File: config.mk
export PLATFORM = sky130hd
export DESIGN_NAME = video_mem_scheduler
export DESIGN_NICKNAME = d
export VERILOG_FILES = /design/src/rtl/vga_mem_pkg.sv /design/src/rtl/sync_delay_pipe.sv /design/src/rtl/video_mem_scheduler.sv
export SDC_FILE = /design/constraint.sdc
export NUM_CORES = 1
export LEC_CHECK = 0
export ABC_AREA = 0
export CAP_MARGIN = 20
export CORE_MARGIN = 10
export CORE_UTILIZATION = 50
export DETAILED_ROUTE_END_ITERATION = 10
export GPL_TIMING_DRIVEN = 0
export PLACE_DENSITY_LB_ADDON = 0.1
export SKIP_LAST_GASP = 1
export SYNTH_ARGS = -nofsm -noshare
export SYNTH_HDL_FRONTEND = slang
export SYNTH_SLANG_ARGS = --single-unit
File: constraint.sdc
create_clock -name in_vga_clk -period 6.71 [get_ports in_vga_clk]
set_input_delay 0.671 -clock in_vga_clk [delete_from_list [all_inputs] [get_ports in_vga_clk]]
set_output_delay 0.671 -clock in_vga_clk [all_outputs]
set_load 0.01 [all_outputs]
File: src/rtl/vga_mem_pkg.sv
// rtl/vga_mem_pkg.sv - shared widths, frame size and host FSM encoding for the frame-buffer scheduler
package vga_mem_pkg;

  localparam int DATA_W_DEF   = 8;
  localparam int ADDR_W_DEF   = 19;
  localparam int FB_DEPTH_DEF = 307200;

  // Host access sequencing: one issue slot, then two slots waiting on the RAM read pipe
  typedef enum logic [1:0] {
    HOST_IDLE = 2'b00,
    HOST_WAIT = 2'b01,
    HOST_DONE = 2'b10
  } host_state_t;

  // Reset value of the {blank_n, h_sync, v_sync} bundle: blanked, syncs inactive (high)
  localparam logic [2:0] SYNC_RESET_VAL = 3'b011;

endpackage

File: src/rtl/sync_delay_pipe.sv
// rtl/sync_delay_pipe.sv - fixed-depth register pipe used to align sync/blank with pixel data
module sync_delay_pipe #(
  parameter int               DEPTH     = 2,
  parameter int               WIDTH     = 3,
  parameter logic [WIDTH-1:0] RESET_VAL = '0
) (
  input  logic             in_clk,
  input  logic             in_reset,
  input  logic [WIDTH-1:0] in_data,
  output logic [WIDTH-1:0] out_data
);

  logic [WIDTH-1:0] stage [DEPTH];

  // Shift the bundle one stage per clock; reset loads the inactive pattern everywhere
  always_ff @(posedge in_clk or posedge in_reset) begin
    if (in_reset) begin
      for (int i = 0; i < DEPTH; i++) stage[i] <= RESET_VAL;
    end else begin
      stage[0] <= in_data;
      for (int i = 1; i < DEPTH; i++) stage[i] <= stage[i-1];
    end
  end

  assign out_data = stage[DEPTH-1];

endmodule

File: src/rtl/video_mem_scheduler.sv
// rtl/video_mem_scheduler.sv - single-port frame-buffer arbiter: display scan-out first, host in blanking
module video_mem_scheduler
  import vga_mem_pkg::*;
#(
  parameter int DATA_W   = DATA_W_DEF,
  parameter int ADDR_W   = ADDR_W_DEF,
  parameter int FB_DEPTH = FB_DEPTH_DEF
) (
  input  logic              in_vga_clk,
  input  logic              in_reset,
  input  logic              in_blank_n,
  input  logic              in_h_sync,
  input  logic              in_v_sync,
  input  logic              in_host_req,
  input  logic              in_host_we,
  input  logic [ADDR_W-1:0] in_host_addr,
  input  logic [DATA_W-1:0] in_host_wdata,
  output logic              out_host_ack,
  output logic [DATA_W-1:0] out_host_rdata,
  output logic              out_mem_en,
  output logic              out_mem_we,
  output logic [ADDR_W-1:0] out_mem_addr,
  output logic [DATA_W-1:0] out_mem_wdata,
  input  logic [DATA_W-1:0] in_mem_rdata,
  output logic [DATA_W-1:0] out_pix_data,
  output logic              out_blank_n_d,
  output logic              out_h_sync_d,
  output logic              out_v_sync_d
);

  localparam logic [ADDR_W-1:0] DISP_LAST = ADDR_W'(FB_DEPTH - 1);

  host_state_t       host_state;
  logic              host_we_q;
  logic [ADDR_W-1:0] disp_addr;
  logic [2:0]        sync_q;
  logic [2:0]        sync_d;
  logic              pix_valid_q;
  logic              disp_slot;
  logic              host_slot;

  // Active video owns the RAM outright; the host only gets a slot while blanked and idle
  assign disp_slot = in_blank_n;
  assign host_slot = !in_blank_n && in_host_req && (host_state == HOST_IDLE);

  // RAM command registers: one issuer per edge, address/data hold on idle slots
  always_ff @(posedge in_vga_clk or posedge in_reset) begin
    if (in_reset) begin
      out_mem_en    <= 1'b0;
      out_mem_we    <= 1'b0;
      out_mem_addr  <= '0;
      out_mem_wdata <= '0;
    end else if (disp_slot) begin
      out_mem_en   <= 1'b1;
      out_mem_we   <= 1'b0;
      out_mem_addr <= disp_addr;
    end else if (host_slot) begin
      out_mem_en    <= 1'b1;
      out_mem_we    <= in_host_we;
      out_mem_addr  <= in_host_addr;
      out_mem_wdata <= in_host_wdata;
    end else begin
      out_mem_en <= 1'b0;
      out_mem_we <= 1'b0;
    end
  end

  // Scan-out address: frame sync restarts it, otherwise it advances once per active pixel
  always_ff @(posedge in_vga_clk or posedge in_reset) begin
    if (in_reset) begin
      disp_addr <= '0;
    end else if (!in_v_sync) begin
      disp_addr <= '0;
    end else if (in_blank_n) begin
      disp_addr <= (disp_addr == DISP_LAST) ? '0 : disp_addr + 1'b1;
    end
  end

  // Host FSM: issue, wait out the RAM latency, then ack (and capture read data)
  always_ff @(posedge in_vga_clk or posedge in_reset) begin
    if (in_reset) begin
      host_state     <= HOST_IDLE;
      host_we_q      <= 1'b0;
      out_host_ack   <= 1'b0;
      out_host_rdata <= '0;
    end else begin
      out_host_ack <= 1'b0;
      case (host_state)
        HOST_IDLE: begin
          if (host_slot) begin
            host_state <= HOST_WAIT;
            host_we_q  <= in_host_we;
          end
        end
        HOST_WAIT: host_state <= HOST_DONE;
        HOST_DONE: begin
          out_host_ack <= 1'b1;
          if (!host_we_q) out_host_rdata <= in_mem_rdata;
          host_state <= HOST_IDLE;
        end
        default: host_state <= HOST_IDLE;
      endcase
    end
  end

  // Sample syncs alongside the RAM command, then track which read slots carry a pixel
  always_ff @(posedge in_vga_clk or posedge in_reset) begin
    if (in_reset) begin
      sync_q       <= SYNC_RESET_VAL;
      pix_valid_q  <= 1'b0;
      out_pix_data <= '0;
    end else begin
      sync_q       <= {in_blank_n, in_h_sync, in_v_sync};
      pix_valid_q  <= sync_q[2];
      out_pix_data <= pix_valid_q ? in_mem_rdata : '0;
    end
  end

  // Two further stages bring the sampled syncs level with the captured pixel
  sync_delay_pipe #(
    .DEPTH     (2),
    .WIDTH     (3),
    .RESET_VAL (SYNC_RESET_VAL)
  ) u_sync_pipe (
    .in_clk   (in_vga_clk),
    .in_reset (in_reset),
    .in_data  (sync_q),
    .out_data (sync_d)
  );

  assign out_blank_n_d = sync_d[2];
  assign out_h_sync_d  = sync_d[1];
  assign out_v_sync_d  = sync_d[0];

endmodule

Word-level counts from Yosys, hierarchy flattened

Cells that the tools add are included.

Register bits: 78
Bits of input ports: 42
Logic and storage cells: 43

Add/sub/neg operators: 1
Eq/ne operators: 5
Muxes and demuxes: 13
Bitwise operators: 2
Reduce and logical (&&, ||, !) cells: 8

Operators with widths:

| operator                | number |
|---|---|
| $mux W19                | 5 |
| $add A19 B1 Y19 const B | 1 |
| $eq A19 B19 Y1 const B  | 1 |
| $mux W8                 | 1 |
| $reduce_and A2 Y1       | 3 |
| $mux W1                 | 5 |
| $ne A2 B2 Y1 const B    | 2 |
| $pmux W2 S2             | 1 |
| $eq A2 B1 Y1 const B    | 1 |
| $eq A2 B2 Y1 const B    | 1 |
| $logic_and A1 B1 Y1     | 2 |
| $logic_not A2 Y1        | 1 |
| $mux W2                 | 1 |
| $not A1 Y1              | 2 |
| $reduce_bool A2 Y1      | 1 |
| $logic_not A1 Y1        | 1 |

Logic depth before layout (Yosys ltp)

Word-level depth: 5
Gate-level depth with buffers: 6

Modules after synthesis

Synthesis repeated with hierarchy kept, for this count alone.

Cell total of the unflattened synthesis: 280
Area, all modules: 3,323.2 um2

Modules (own cells, without submodules):

| module              | times used | cells each | area each (um2) | seq. area each (um2) |
|---|---|---|---|---|
| video_mem_scheduler | 1          | 270        | 3,141.8         | 1,804.2 |
| sync_delay_pipe     | 1          | 10         | 181.4           | 155.1 |

Worst setup path before layout

Ideal clock, no wire load.

Path kind: in2reg
Start point: in in_blank_n
End point: reg disp_addr[18]
Library setup time: 0.078 ns
Arrival time: 1.994 ns
Required time: 6.632 ns
Path slack: 4.639 ns
Stages on the path: 5
Path through: buf_2 nand4_1 or4_1 or3_1 a21oi_1

Cells in the longest elaborated chain, start to end: 1

Ends and longest elaborated chain:

| what                          | line                      | text |
|---|---|---|
| start: declaration            | video_mem_scheduler.sv:11 | `input logic in_blank_n,` |
| $ne A2 B2 Y1 (no source line) | n/a                       |  |
| end signal: assignment        | video_mem_scheduler.sv:75 | `disp_addr <= (disp_addr == DISP_LAST) ? '0 : disp_addr + 1'b1;` |
| end: declaration              | video_mem_scheduler.sv:35 | `logic [ADDR_W-1:0] disp_addr;` |

No other way between the ends.
A chain may end at the register's enable or synchronous reset.

Worst setup path after layout

Ends and elaborated chain as after synthesis.

==> impl_results.md <==
* Number of global-route vias before repair at 2433
* Layout area overhead at 39.95%
* Clock net sink count at 77
* IO Port Bufs at 90
* GR Overflow Total at 0
* Hold buffer count at cts at 0
* Power per cell area at 263.6 nW/um^2
* Library cells used by synthesis at 40
* DRC at 0
* Finished Core Util at 0.7116
* Largest net degree at the start of global routing at 68
* Row cnt at 29
* Required time of the critical path at 6.98 ns
* Total vias in the final route at 2466
* Initial core utilization at 0.5085
* Area share of the largest cell type after synthesis at 0.5566
* CTS tree: built
* Setup crit start kind: primary input
* Clock transition at path regs at 0.08 ns
* Period Utilization, post-route at 0.3777
* CP max FO at 10
* Commonest non-fill, non-tap cell in the layout: clkdlybuf4s50_1
* RSZ-0062 raised after global routing: no
* Mean routed wirelength per cell at 17.50 um
* Outcome: finished, final reports clean
* Least-Margin Pin Slew at 0.6429 ns
* FMAX at 0.3946 GHz
* Final WL at 7996 um
* Initial DRC count at 85
* Top-Level Pins at 91
* Post-CTS Resized at 0
* Post-CTS Setup Repair Bufs at 0
* DR pass1 iterations at 4
* Synthesized cell area at 3192 sq um
* CTS Buf Count at 9
* Synth warn at 0
* Lkg Pwr at 0.001820 uW
* Cells after synthesis at 273
* Fill cells at 452
* Period minus WS final at 2.534 ns
* Nets at 418
* WS Path Type: in -> reg
* Most frequent cells in the layout: clkdlybuf4s50_1 (90), dfrtp_1 (71), nand2_1 (36)
* Post-DP HPWL at 5977 um
* Seq/Total Area, Yosys at 0.6060
* DIE WIDTH at 99.90 um
* Endpoint type of the worst setup path: flip-flop
* Gr usage total at 0.1613
* Sum Neg Setup Slack at 0 ns
* Maximum clock path buffer count at 2
* Die ar. at 9979 sq um
* Global-route wire length before repair at 13020 um
* Clk_lat worst skew at 0.35 ns
* Avg Inst Size Synth at 11.69 sq um
* Worst Path Arrival at 2.81 ns
* Initial antenna violation count at 0
* Setup violators final at 0
* Worst min path class: reg -> reg
* # Max-Cap Violations at 0
* Clock Tree Root: clkbuf_8
* Core box area at 6277 sq um
* Share of cells above drive strength 1 at 0.1316
* Worst VDD drop at 0.1722 mV
* Via-to-Cell Ratio at 5.396
* Antenna Cells at 0
* H-tree depth at 3
* Synth area leaders: dfrtp_1 (56%), mux2_2 (6.0%), mux2i_1 (5.6%)
* Final Hold Fails at 0
* Height of the die at 99.90 um
* Relative slew slack at 0.5653
* Final ANT Viol Nets at 0
* Clock Skew at 0.005335 ns
* Leading area contributor after synthesis: dfrtp_1
* Multi-input gate area at 1182 sq um
* GPL Wtd Cong at 0.8411
* Final slew viol count at 0
* Register area at 1934 sq um
* Yosys reg bits at 77
* Mapped Nets at 316
-- stage by stage --
step           total power (uW)  cells  cell area [sq um]  hold WS (ns)  setup WS [ns]
2_1_floorplan             625.8    273               3192        0.3312          4.082
3_3_place_gp              751.8    440               4189        0.3335          2.874
3_5_place_dp              760.6    441               4219        0.3479          3.800
4_1_cts                    1188    457               4467        0.3600          4.168
5_1_grt                    1232    457               4467        0.3670          4.066
6_report                   1177    457               4467        0.3579          4.176
-- cell families after synthesis --
| kind of cell | count (synthesis) | share of synthesized area |
|---|---|---|
| adder cells (fa/ha/maj) | 1 | 0.003919 |
| multiplexers | 35 | 0.1164 |
| XOR/XNOR | 3 | 0.008234 |
| AND/OR/NAND/NOR | 88 | 0.1462 |
| AO/OA/AOI/OAI | 51 | 0.09565 |
| buffers and inverters | 18 | 0.02352 |
| flip-flops | 77 | 0.6060 |
-- cell type report --
type                            instances  area share
Timing Repair Buffer                   91      0.2078
Tap cell                               77     0.02157
Clock buffer                           11     0.03165
Buffer                                 13     0.01261
Inverter                                5    0.004762
Multi-Input combinational cell        178      0.2647
Sequential cell                        77      0.4331
Clock inverter                          5     0.02381
-- Yosys cell counts --
cell type and instances:
dfrtp_1 71, xnor2_1 1, nor2b_1 4, and4_1 3, clkbuf_1 7, ha_1 1, nand4_1 5, a21oi_1 6
or3_1 6, a22oi_1 1, xor2_1 2, o31ai_1 2, nand3_1 7, nor2_1 3, o211ai_1 1, nand2b_1 1
o21ai_1 3, clkbuf_2 1, buf_2 5, nor4b_1 1, or2_2 2, inv_1 5, nor4_1 3, o21a_1 2
a311o_1 1, or4_4 1, o41ai_1 1, a31o_1 2, nand2_1 36, dfstp_2 6, a32o_1 1, o31a_1 3
mux2i_1 18, a21boi_0 1, nand4_2 1, and2_1 10, o21ai_0 27, or4_1 3, mux2_2 17, nor3_1 2
-- worst max-delay path, cell delays in order --
cell	delay, ns
clkdlybuf4s50_1	0.47
buf_2	0.23
nand4_1	0.33
or4_1	0.56
or3_1	0.37
a21oi_1	0.16
-- metal layers --
metal | vias to the layer above | wire (um) | track usage
met5 | - | 0 | 0
met4 | 0 | 83 | 0.04300
met3 | 6 | 635 | 0.05357
met2 | 71 | 3736 | 0.2489
met1 | 1217 | 3540 | 0.2123
li1 | 1172 | - | -
-- path summary, 6_finish.rpt --
| check | startpoint | to | slack, ns | cells past startpoint |
|---|---|---|---|---|
| max | in_blank_n | disp_addr[18]$_DFFE_PP0P_ | 4.18 | 6 |
| min in group asynchronous | in_reset | out_mem_wdata[6]$_DFFE_PP0P_ | 0.59 | 2 |
| min | sync_q[0]$_DFF_PP1_ | u_sync_pipe.stage[3]$_DFF_PP1_ | 0.36 | 0 |
| max reg2reg | disp_addr[0]$_DFFE_PP0P_ | disp_addr[18]$_DFFE_PP0P_ | 4.57 | 5 |
| max in group asynchronous | in_reset | sync_q[0]$_DFF_PP1_ | 5.53 | 3 |
| min reg2reg | sync_q[0]$_DFF_PP1_ | u_sync_pipe.stage[3]$_DFF_PP1_ | 0.36 | 0 |
-- power breakdown --
group          switching, uW  internal, uW
clock network            172           259
logic                   82.3           130
registers               22.8           512
-- state kept, by name, summed over array words and instances (netlist names), 2 cells and up --
register,cells
u_sync_pipe.out_data,3
sync_q,3
disp_addr,19
u_sync_pipe.stage,2
out_mem_wdata,8
out_host_rdata,8
host_state,2
out_mem_addr,19
out_pix_data,8
Note: power is estimated with default switching activity, not from simulation.
